**src/rtl/issue_select.sv**
```systemverilog
// Issue select: picks up to N operand-ready RS entries per cycle with rotating
// priority and per-FU-class limits, and registers them compacted for execute.
module issue_select #(
   parameter int RS_SZ    = 16,
   parameter int N        = 3,
   parameter int NUM_ALU  = 3,
   parameter int NUM_MULT = 1,
   parameter int NUM_BR   = 1,
   parameter int NUM_MEM  = 1,
   parameter int B_MASK_W = 4,
   parameter int TAG_W    = 8,
   localparam int PKT_W   = TAG_W + 2 + B_MASK_W + 2,
   localparam int IDX_W   = $clog2(RS_SZ)
) (
   input  logic                           clock,
   input  logic                           reset,
   input  logic [RS_SZ-1:0][PKT_W-1:0]    RS_data,
   input  logic [RS_SZ-1:0]               RS_valid_next,
   input  logic [NUM_ALU-1:0]             fu_free_alu,
   input  logic [NUM_MULT-1:0]            fu_free_mult,
   input  logic [NUM_BR-1:0]              fu_free_br,
   input  logic [NUM_MEM-1:0]             fu_free_mem,
   input  logic [B_MASK_W-1:0]            b_mm_resolve,
   input  logic                           b_mm_mispred,
   output logic [RS_SZ-1:0]               rs_data_issuing,
   output logic [N-1:0][PKT_W-1:0]        issue_packets,
   output logic [N-1:0]                   issue_valid
);

   localparam int CNT_W  = $clog2(RS_SZ + 1);
   localparam int SLOT_W = (N > 1) ? $clog2(N) : 1;

   typedef enum logic [1:0] {
      FU_ALU  = 2'd0,
      FU_MULT = 2'd1,
      FU_BR   = 2'd2,
      FU_MEM  = 2'd3
   } fu_type_e;

   typedef struct packed {
      logic [TAG_W-1:0]    tag;
      fu_type_e            fu_type;
      logic [B_MASK_W-1:0] b_mask;
      logic                src2_ready;
      logic                src1_ready;
   } rs_packet_t;

   logic [IDX_W-1:0]           rr_ptr_q, rr_ptr_d;
   logic [N-1:0]               issue_valid_q, issue_valid_d;
   logic [N-1:0][PKT_W-1:0]    issue_packets_q, issue_packets_d;

   logic [RS_SZ-1:0]           eligible;
   logic [RS_SZ-1:0]           sel_vec;
   logic [CNT_W-1:0]           free_alu, free_mult, free_br, free_mem;
   logic [CNT_W-1:0]           cnt_alu, cnt_mult, cnt_br, cnt_mem, total;
   logic [IDX_W-1:0]           idx, last_idx;
   logic                       any_sel, take;
   rs_packet_t                 pkt;

   assign free_alu  = CNT_W'($countones(fu_free_alu));
   assign free_mult = CNT_W'($countones(fu_free_mult));
   assign free_br   = CNT_W'($countones(fu_free_br));
   assign free_mem  = CNT_W'($countones(fu_free_mem));

   // Entries squashed by a mispredicting branch are never eligible
   always_comb begin
      eligible = '0;
      for (int i = 0; i < RS_SZ; i++) begin
         rs_packet_t p;
         p = rs_packet_t'(RS_data[i]);
         eligible[i] = RS_valid_next[i] & p.src1_ready & p.src2_ready &
                       ~(b_mm_mispred & (|(p.b_mask & b_mm_resolve)));
      end
   end

   always_comb begin
      sel_vec         = '0;
      issue_valid_d   = '0;
      issue_packets_d = '0;
      cnt_alu         = '0;
      cnt_mult        = '0;
      cnt_br          = '0;
      cnt_mem         = '0;
      total           = '0;
      last_idx        = rr_ptr_q;
      any_sel         = 1'b0;
      idx             = '0;
      take            = 1'b0;
      pkt             = '0;
      for (int k = 0; k < RS_SZ; k++) begin
         idx  = IDX_W'((int'(rr_ptr_q) + k) % RS_SZ);
         pkt  = rs_packet_t'(RS_data[idx]);
         take = 1'b0;
         if (eligible[idx] && (total < CNT_W'(N))) begin
            unique case (pkt.fu_type)
               FU_ALU:  take = cnt_alu  < free_alu;
               FU_MULT: take = cnt_mult < free_mult;
               FU_BR:   take = cnt_br   < free_br;
               FU_MEM:  take = cnt_mem  < free_mem;
               default: take = 1'b0;
            endcase
         end
         if (take) begin
            unique case (pkt.fu_type)
               FU_ALU:  cnt_alu  = cnt_alu  + 1'b1;
               FU_MULT: cnt_mult = cnt_mult + 1'b1;
               FU_BR:   cnt_br   = cnt_br   + 1'b1;
               FU_MEM:  cnt_mem  = cnt_mem  + 1'b1;
               default: ;
            endcase
            // A correctly resolved branch no longer needs tracking in the issued op
            if (!b_mm_mispred) begin
               pkt.b_mask = pkt.b_mask & ~b_mm_resolve;
            end
            sel_vec[idx]                        = 1'b1;
            issue_valid_d[total[SLOT_W-1:0]]   = 1'b1;
            issue_packets_d[total[SLOT_W-1:0]] = pkt;
            total                               = total + 1'b1;
            last_idx                            = idx;
            any_sel                             = 1'b1;
         end
      end
   end

   always_comb begin
      rr_ptr_d = rr_ptr_q;
      if (any_sel) begin
         rr_ptr_d = (last_idx == IDX_W'(RS_SZ - 1)) ? '0 : last_idx + 1'b1;
      end
   end

   assign rs_data_issuing = reset ? '0 : sel_vec;

   // Issue register is rewritten every cycle; reset discards in-flight selections
   always_ff @(posedge clock) begin
      if (reset) begin
         rr_ptr_q        <= '0;
         issue_valid_q   <= '0;
         issue_packets_q <= '0;
      end else begin
         rr_ptr_q        <= rr_ptr_d;
         issue_valid_q   <= issue_valid_d;
         issue_packets_q <= issue_packets_d;
      end
   end

   assign issue_valid   = issue_valid_q;
   assign issue_packets = issue_packets_q;

endmodule

```
**config.mk**
```make
export PLATFORM = sky130hd
export DESIGN_NAME = issue_select
export DESIGN_NICKNAME = d
export VERILOG_FILES = /design/src/rtl/issue_select.sv
export SDC_FILE = /design/constraint.sdc
export NUM_CORES = 2
export LEC_CHECK = 0
export ABC_AREA = 1
export CORE_ASPECT_RATIO = 1.25
export CORE_MARGIN = 2
export CORE_UTILIZATION = 30
export DETAILED_ROUTE_END_ITERATION = 10
export GPL_TIMING_DRIVEN = 0
export HOLD_SLACK_MARGIN = 0.03
export SLEW_MARGIN = 20
export SYNTH_ARGS = -nofsm -noshare
export SYNTH_HDL_FRONTEND = slang
export SYNTH_SLANG_ARGS = --single-unit
```
**constraint.sdc**
```tcl
create_clock -name clock -period 27.8 [get_ports clock]
set_input_delay 2.78 -clock clock [delete_from_list [all_inputs] [get_ports clock]]
set_output_delay 2.78 -clock clock [all_outputs]
set_load 0.005 [all_outputs]
```
==> flow_summary.ini <==
[outcome]
status = complete, but fails checks
violations = capacitance limit

[floorplanning]
io_pins = 352
dieArea_um2 = 102000
rows = 129
die_width_um = 285
start_util_pct = 30.1
core_area_um2 = 98600
die_h_um = 356

[sta]
relSlewSlack_pct = 0.0165
layout_min_cycle_time_ps = 26700
timing_hold_violations_final = 0
finalSetupViolations = 0
setup_ws_ps = 1100
skew_ps = 23.4
timing.final.crit_share_pct = 96.0
tightest_slew_ps = 1480
hold-worst-slack_ps = 2010
timing.fmax_mhz = 37.5
finalMaxSlewViolations = 0

[route]
ant_nets = 0
drt_wl_total_um = 184000
drc = 0
dr_total_vias = 43100
first_pass_iters = 9
routedWlPerCell_um = 24.8
routed_via_density = 5.81
drtIter0Drc = 5644

[run]
max-cap-violations = 1

[placement]
place.port_buffers = 346
globalplace.congestion = 1.14
place_area_um2 = 34800
hpwl_um = 155000
dpl_worst_slack_ps = -3290

[critical_path]
critPathArrivalTime_ps = 23920
start_kind = input port
path_class = in2out
slowest_delay_ps = 590
crit_slowest_cell = fa_2
endpoint_kind = output port
crit_top_cell = nand2_1
required_ps = 25020
path_max_fanout = 10

[finish]
n_fill_cell = 11200
final_nets = 6525
final_common_cell = nand2_1
finalInstanceArea_um2 = 35600
drive_gt1_share_pct = 6.99
syn2layout_area_growth_pct = 19.8
final_cell_mix = nand2_1 (1905), o21ai_0 (735), inv_1 (523), nand3_1 (481), clkdlybuf4s50_1 (336)

[logic_synthesis]
avgSynthCellArea_um2 = 5.19
syn_inst = 5722
seq_area_frac_synth_pct = 3.71
yosys_most_used_dff = dfxtp_1
synth_edf_count = 0
synth_seq_cells = 55
synth_area_um2 = 29700
ys.warnings.count = 0
async_flop_share_pct = 0
syn_nets = 6143
synth.distinct_cells = 75

[hold_path]
hp-class = reg2reg

[global_routing]
grt_first_pass_wirelength_um = 261000
grt_max_degree = 20
met3_usage_pct = 10.4
busiest_layer = met2
grtUsageMet2_pct = 53.5
grtUsageTotal_pct = 34.4
met1_usage_pct = 40.8
antenna_found_initial = 8
grt_pass1_vias = 39900
grt.overflow.total = 0

[cts]
numCtsBuffers = 5
ctsRootBufferMaster = clkbuf_16
clk_latency_ps = 330
cts_tree = done
clock_path_buffers = 2
postCtsHoldBufs = 0
clk_pin_slew_ps = 100
clock_sinks = 55
htreeDepth = 2
[final timing paths]
| path | startpoint | endpoint | slack (ps) | depth (start not counted) |
|---|---|---|---|---|
| setup reg to reg | rr_ptr_q[0]$_SDFFE_PP0P_ | rr_ptr_q[0]$_SDFFE_PP0P_ | 4260 | 141 |
| setup / recovery | RS_data[211] | rs_data_issuing[4] | 1100 | 123 |
| hold reg to reg | rr_ptr_q[0]$_SDFFE_PP0P_ | issue_packets[38]$_SDFF_PP0_ | 2010 | 10 |
| hold / removal | rr_ptr_q[0]$_SDFFE_PP0P_ | issue_packets[38]$_SDFF_PP0_ | 2010 | 10 |
[synth_stat cells (all sizes together) (28+ instances only)]
library cell | count | share of area, %
nand2 | 2007 | 26
o21ai | 819 | 14
inv | 551 | 7.0
nand3 | 529 | 9.7
nor2 | 338 | 4.6
clkbuf | 285 | 3.8
o211ai | 269 | 6.8
ha | 134 | 5.6
buf | 107 | 2.4
mux2i | 105 | 3.5
nand4 | 95 | 2.0
a21oi | 88 | 1.8
a31oi | 64 | 1.3
a221oi | 59 | 1.7
dfxtp | 55 | 3.7
or2 | 30 | 0.63
nor3 | 28 | 0.53
[final cells by class]
class	instances	area [um^2]	area share (%)
multi-input combinational	4702	24800	69.7
timing repair buffer	377	3720	10.4
inverter	564	2140	6.02
buffer	399	2020	5.67
tap	1310	1640	4.61
sequential	55	1100	3.10
clock buffer	5	125	0.352
clock inverter	3	25.0	0.0703
antenna	7	17.5	0.0492
[sequential cells by signal, summed over array words and instances (netlist names)]
signal         cells
issue_packets     48
rr_ptr_q           4
issue_valid        3
[per-stage QoR]
step           setup TNS (ps)  cells  utilization [%]
2_1_floorplan               0   5722                -
3_3_place_gp           -82360   7378             35.3
3_5_place_dp           -45150   7379             35.3
4_1_cts                     0   7399             35.7
5_1_grt                  -829   7415             36.1
6_report                    0   7422             36.1
[logic make-up after synthesis]
| logic type | after synthesis | synth area share (%) |
|---|---|---|
| simple gates | 3064 | 44.6 |
| compound gates | 1377 | 28.0 |
| buf+inv | 965 | 13.7 |
| fa+ha+maj | 136 | 5.78 |
| mux | 106 | 3.58 |
| flops | 55 | 3.71 |
| xor+xnor | 19 | 0.661 |
[worst max-delay path, delay by kind of cell]
family          cells  cell delay, ps
fa+ha+maj          13            4010
mux                 5            1430
simple gates       58            6140
buf+inv            32            6470
compound gates     15            3060
[repair_timing]
item | in CTS | in global routing
endpoints found under the setup margin | 17 | 16
pin swaps | 4 | 16
resized for setup | 48 | 71
setup buffers | 13 | 17
[per-layer routing]
metal  routed length, um  share of wire (%)  vias to the layer above
met5                 133              0.072                        -
met1               70000                 38                    19800
met3               21300                 12                      671
li1                    -                  -                    20000
met2               77800                 42                     2720
met4               14600                7.9                        8
Power is not shown: default switching activity piles up to over one toggle a cycle in this logic, so the estimate is an artifact.
